<file path="src/rtl/conv_pe_array.sv">
// conv_pe_array: multi-channel convolution PE.
//   Holds a CH x K weight bank. Each accepted beat carries one tap per channel.
//   After K beats the per-channel accumulators are summed across channels,
//   shifted, quantised to DW bits and packed PACK results per output word.
// Ports:
//   clk, rst                 clock, async active-high reset
//   cfg_we/cfg_ch/cfg_tap/
//   cfg_data                 weight write (IDLE only)
//   start/num_windows/sat_en frame launch (IDLE only), frame parameters
//   act_valid/act_ready/
//   act_data                 activation stream, channel c at [c*DW +: DW]
//   out_valid/out_ready/
//   out_data/out_last        packed result stream, result i at [i*DW +: DW]
//   busy, done               status, done pulses one cycle at frame end

// One channel: weight row plus multiply-accumulate.
module conv_pe_lane #(
   parameter int K  = 16,
   parameter int DW = 8,
   parameter int TW = 4,
   parameter int AW = 20
) (
   input  logic          clk,
   input  logic          rst,
   input  logic          wr_en,
   input  logic [TW-1:0] wr_tap,
   input  logic [DW-1:0] wr_data,
   input  logic [DW-1:0] act,
   input  logic [TW-1:0] tap,
   input  logic          acc_en,
   input  logic          acc_clr,
   output logic [AW-1:0] acc
);
   logic [K-1:0][DW-1:0] w_q;
   logic [AW-1:0]        acc_q;
   logic [2*DW-1:0]      prod;

   assign prod = {{DW{1'b0}}, act} * {{DW{1'b0}}, w_q[tap]};
   assign acc  = acc_q;

   always_ff @(posedge clk or posedge rst) begin
      if (rst) begin
         w_q   <= '0;
         acc_q <= '0;
      end else begin
         if (wr_en) w_q[wr_tap] <= wr_data;
         if (acc_clr)     acc_q <= '0;
         else if (acc_en) acc_q <= acc_q + AW'(prod);
      end
   end
endmodule

module conv_pe_array #(
   parameter int CH        = 4,
   parameter int K         = 16,
   parameter int DW        = 8,
   parameter int OUT_SHIFT = 4,
   parameter int PACK      = 4,
   localparam int CW = (CH > 1) ? $clog2(CH) : 1,
   localparam int TW = $clog2(K)
) (
   input  logic               clk,
   input  logic               rst,
   input  logic               cfg_we,
   input  logic [CW-1:0]      cfg_ch,
   input  logic [TW-1:0]      cfg_tap,
   input  logic [DW-1:0]      cfg_data,
   input  logic               start,
   input  logic [15:0]        num_windows,
   input  logic               sat_en,
   input  logic               act_valid,
   output logic               act_ready,
   input  logic [CH*DW-1:0]   act_data,
   output logic               out_valid,
   input  logic               out_ready,
   output logic [PACK*DW-1:0] out_data,
   output logic               out_last,
   output logic               busy,
   output logic               done
);
   localparam int AW = 2*DW + $clog2(K);
   localparam int SW = AW + $clog2(CH);
   localparam int PW = $clog2(PACK + 1);

   typedef enum logic [2:0] {S_IDLE, S_RUN, S_RED, S_OUT, S_DONE} state_t;

   state_t                 state_q;
   logic [TW-1:0]          tap_q;
   logic [PW-1:0]          pack_cnt_q;
   logic [15:0]            win_cnt_q, num_win_q;
   logic                   sat_q, last_q;
   logic [PACK-1:0][DW-1:0] pack_q;

   logic [CH-1:0][AW-1:0]  acc;
   logic [SW-1:0]          sum_d, shifted_d;
   logic [DW-1:0]          res_d;
   logic [15:0]            win_next;
   logic                   last_win, pack_full;

   generate
      for (genvar g = 0; g < CH; g++) begin : g_lane
         conv_pe_lane #(.K(K), .DW(DW), .TW(TW), .AW(AW)) u_lane (
            .clk     (clk),
            .rst     (rst),
            .wr_en   (cfg_we && (state_q == S_IDLE) && (cfg_ch == CW'(g))),
            .wr_tap  (cfg_tap),
            .wr_data (cfg_data),
            .act     (act_data[g*DW +: DW]),
            .tap     (tap_q),
            .acc_en  ((state_q == S_RUN) && act_valid),
            .acc_clr (state_q == S_RED),
            .acc     (acc[g])
         );
      end
   endgenerate

   // Cross-channel reduction and quantisation, consumed only in S_RED.
   always_comb begin
      sum_d = '0;
      for (int c = 0; c < CH; c++) sum_d = sum_d + SW'(acc[c]);
      shifted_d = sum_d >> OUT_SHIFT;
      if (sat_q && (shifted_d > SW'({DW{1'b1}}))) res_d = '1;
      else                                         res_d = shifted_d[DW-1:0];
   end

   assign win_next  = win_cnt_q + 16'd1;
   assign last_win  = (win_next == num_win_q);
   assign pack_full = (pack_cnt_q == PW'(PACK - 1));

   assign act_ready = (state_q == S_RUN);
   assign out_valid = (state_q == S_OUT);
   assign out_last  = (state_q == S_OUT) && last_q;
   // Only expose the pack register while offering a word.
   assign out_data  = (state_q == S_OUT) ? pack_q : '0;
   assign busy      = (state_q != S_IDLE);
   assign done      = (state_q == S_DONE);

   always_ff @(posedge clk or posedge rst) begin
      if (rst) begin
         state_q    <= S_IDLE;
         tap_q      <= '0;
         pack_cnt_q <= '0;
         win_cnt_q  <= '0;
         num_win_q  <= '0;
         sat_q      <= 1'b0;
         last_q     <= 1'b0;
         pack_q     <= '0;
      end else begin
         case (state_q)
            S_IDLE: if (start) begin
               num_win_q  <= num_windows;
               sat_q      <= sat_en;
               win_cnt_q  <= '0;
               pack_cnt_q <= '0;
               pack_q     <= '0;
               tap_q      <= '0;
               last_q     <= 1'b0;
               state_q    <= (num_windows == 16'd0) ? S_DONE : S_RUN;
            end
            S_RUN: if (act_valid) begin
               if (tap_q == TW'(K - 1)) begin
                  tap_q   <= '0;
                  state_q <= S_RED;
               end else begin
                  tap_q <= tap_q + 1'b1;
               end
            end
            S_RED: begin
               for (int i = 0; i < PACK; i++)
                  if (pack_cnt_q == PW'(i)) pack_q[i] <= res_d;
               pack_cnt_q <= pack_cnt_q + 1'b1;
               win_cnt_q  <= win_next;
               last_q     <= last_win;
               state_q    <= (pack_full || last_win) ? S_OUT : S_RUN;
            end
            S_OUT: if (out_ready) begin
               pack_q     <= '0;
               pack_cnt_q <= '0;
               state_q    <= last_q ? S_DONE : S_RUN;
            end
            S_DONE:  state_q <= S_IDLE;
            default: state_q <= S_IDLE;
         endcase
      end
   end
endmodule

</file>
<file path="config.mk">
export PLATFORM = sky130hd
export DESIGN_NAME = conv_pe_array
export DESIGN_NICKNAME = d
export VERILOG_FILES = /design/src/rtl/conv_pe_array.sv
export SDC_FILE = /design/constraint.sdc
export NUM_CORES = 2
export LEC_CHECK = 0
export ABC_AREA = 0
export CAP_MARGIN = 20
export CORE_UTILIZATION = 50
export CTS_CLUSTER_DIAMETER = 80
export DETAILED_ROUTE_END_ITERATION = 10
export PLACE_DENSITY = 0.67
export SYNTH_ARGS = -nofsm -noshare
export SYNTH_HDL_FRONTEND = slang
export SYNTH_SLANG_ARGS = --single-unit
</file>
<file path="constraint.sdc">
create_clock -name clk -period 39.6 [get_ports clk]
set_input_delay 7.92 -clock clk [delete_from_list [all_inputs] [get_ports clk]]
set_output_delay 7.92 -clock clk [all_outputs]
set_load 0.02 [all_outputs]
</file>
==> flow_summary.json <==
{
  "design.portCount": 106,
  "die_area_sq_um": 86900,
  "die_w_um": 295,
  "synth_top_cell_by_area": "dfrtp_1",
  "drtIter0Drc": 1443,
  "ys_types": 68,
  "ys_ff_latch": 668,
  "finalCoreUtilization_pct": 56.0,
  "dp_hpwl_mm": 72.2,
  "synth_commonest_cells": "dfrtp_1 (668), mux2_2 (555), inv_1 (493)",
  "synth_enable_flop_cells": 0,
  "slowest_delay_ns": 0.64,
  "fin_crit_sh_pct": 32.2,
  "hold_buffers": 0,
  "cts_num_sinks": 668,
  "fin_crit_ns": 12.74,
  "ys_warn_count": 0,
  "grt_pass1_vias": 29200,
  "initial_core_util_pct": 50.4,
  "required_ns": 40.09,
  "overflow": 0,
  "cp_max_fo": 8,
  "status": "finished, final reports clean",
  "placed_area_sq_um": 45000,
  "ir_worst_vdd_mv": 0.0588,
  "ys_top_cells_by_area": "dfrtp_1 (39%), mux2_2 (15%), fa_1 (11%), ha_1 (5.5%), inv_1 (4.3%)",
  "fp-row-count": 107,
  "syn_area_sq_um": 42900,
  "clk_path_buf_depth": 3,
  "netlist_instances": 3823,
  "hold_class": "flip-flop to flip-flop",
  "drv_slew": 0,
  "nNetsFinal": 4362,
  "grt.total_usage_pct": 24.6,
  "maxSlewHeadroom_pct": 25.1,
  "yosysTopAreaCellShare_pct": 39.0,
  "die_h_um": 295,
  "async_flop_share_pct": 100,
  "worstPathCellList": "clkdlybuf4s50_1 > nand2_1 > fa_1 > inv_1 > fa_1 > ha_1 > inv_1 > fa_1 > inv_1 > ha_1 > a21o_1 > a21o_1 > a2111oi_0 > o31ai_1 > o41ai_1 > o21ai_0 > nor3_1 > nor2_1 > mux2i_1",
  "postCtsSetupBuffers": 0,
  "p_leak_nw": 23.5,
  "drive_gt1_share_pct": 21.4,
  "power_mw": 3.63,
  "path_clk_slew_ns": 0.06,
  "worstPathArrival_ns": 13.23,
  "fill_cells": 7292,
  "cp-end-kind": "flip-flop",
  "max_clock_freq_mhz": 78.5,
  "syn_area_per_cell_sq_um": 11.2,
  "fin_tns_setup_ns": 0,
  "area_delta_synth_final_pct": 11.0,
  "ant_nets": 0,
  "drt_pass1_iterations": 5,
  "fin_area_sq_um": 47600,
  "drv_cap": 0,
  "core_area_sq_um": 85000,
  "ys_seq_area_share_pct": 39.0,
  "hold_viol": 0,
  "finalWeightedCongestion": 0.850,
  "worstSetupPathType": "input pin to flip-flop",
  "rsz0062_at_grt": "false",
  "worstMarginPinSlew_ns": 1.12,
  "start_kind": "input pin",
  "synth_most_common_cell": "dfrtp_1",
  "cts_tree": "built",
  "drc": 0,
  "powerDensity_nw_per_um2": 76.2,
  "vias": 28600,
  "cts.htree.levels": 3,
  "fin_worst_skew_ns": 0.0435,
  "numCtsBuffers": 74,
  "cts-root-buf": "clkbuf_16",
  "antenna_found_initial": 5,
  "port_buffers": 105,
  "cts_resized": 0,
  "clk_latency_ns": 0.65,
  "setup_viol": 0,
  "grt_start_max_net_pins": 125,
  "vias_per_cell": 5.64,
  "synth.net_count": 4321,
  "wl_mm": 103,
  "yosys_most_used_dff": "dfrtp_1",
  "crit_path_top_delay_cell": "clkdlybuf4s50_1",
  "grt_pass1_wl_mm": 167,
  "avgRoutedWirePerCell_um": 20.4
}
==> stage by stage <==
stage | setup slack, ns | cells | hold WS, ns
5_1_grt | 26.43 | 5069 | 0.511
2_1_floorplan | 12.96 | 3823 | 0.452
4_1_cts | 26.94 | 5063 | 0.491
3_3_place_gp | 26.46 | 4928 | 0.478
3_5_place_dp | 26.30 | 4929 | 0.478
6_report | 26.86 | 5070 | 0.486
==> final timing paths <==
check / cells past startpoint / slack, ns / start / endpoint
max reg2reg: 24 / 31.05 / tap_q[0] / g_lane[1].u_lane.acc[18]
min reg2reg: 2 / 0.49 / last_q / last_q
max in group asynchronous: 4 / 29.41 / rst / g_lane[1].u_lane.w_q[94]
max: 19 / 26.86 / act_data[12] / g_lane[1].u_lane.acc[18]
min: 2 / 0.49 / last_q / last_q
min in group asynchronous: 2 / 7.81 / rst / num_win_q[6]
==> power breakdown <==
group	total (mW)	internal, mW	switching, mW
Clock	0.719	0.423	0.296
Sequential	0.891	0.810	0.0809
Combinational	2.02	0.824	1.19
Total	3.63	2.06	1.57
==> cell usage in the layout, fill, tap and decap left out, types with 90 or more instances in the layout <==
cell type and instances:
mux2i_1 104, nand2_1 288, ha_1 190, clkdlybuf4s50_1 97
o21ai_0 160, and2_1 203, dfrtp_1 665, mux2_2 555
fa_1 239, a21oi_1 90, inv_1 492
==> sequential cells by signal, summed over array words and instances, names as in the netlist <==
| name | cells |
|---|---|
| g_lane.u_lane.acc | 80 |
| num_win_q | 16 |
| sat_q | 1 |
| state_q | 3 |
| win_cnt_q | 16 |
| last_q | 1 |
| tap_q | 4 |
| pack_cnt_q | 3 |
| pack_q | 32 |
| g_lane.u_lane.w_q | 512 |
==> area by class of cell <==
cell class | instances | area (sq um) | share of cell area (%)
multi-input cells | 2482 | 23700 | 49.7
repair buffers | 145 | 1340 | 2.80
clock inverters | 29 | 462 | 0.970
flip-flops and latches | 668 | 16700 | 35.1
diodes | 4 | 10.0 | 0.0210
clock buffers | 105 | 2110 | 4.43
inverters | 493 | 1860 | 3.90
well taps | 1144 | 1430 | 3.01
==> metal layers <==
metal  global-route usage [%]  vias up  share of wire [%]
met3                     3.21      153                3.7
met2                     39.8      570                 48
met5                        0        -              0.011
met4                     6.86        2                2.6
met1                     34.6    14800                 46
li1                         -    13100                  -
==> worst max-delay path, delay by kind of cell <==
kind,cells,cell delay [ns]
compound gates,6,1.97
fa+ha+maj,5,2.00
buf+inv,4,0.81
mux,1,0.11
simple gates,3,0.39
==> kinds of logic (layout without fill, tap and decap cells) <==
| family | after synthesis | in the layout | share of synthesized area [%] |
|---|---|---|---|
| simple gates | 765 | 765 | 8.98 |
| compound gates | 483 | 483 | 7.40 |
| buf+inv | 673 | 772 | 5.91 |
| flops | 668 | 668 | 39.0 |
| other cells | 0 | 4 | 0 |
| fa+ha+maj | 429 | 429 | 16.7 |
| mux | 723 | 723 | 20.4 |
| xor+xnor | 82 | 82 | 1.67 |
(Power assumes the default switching activity.)
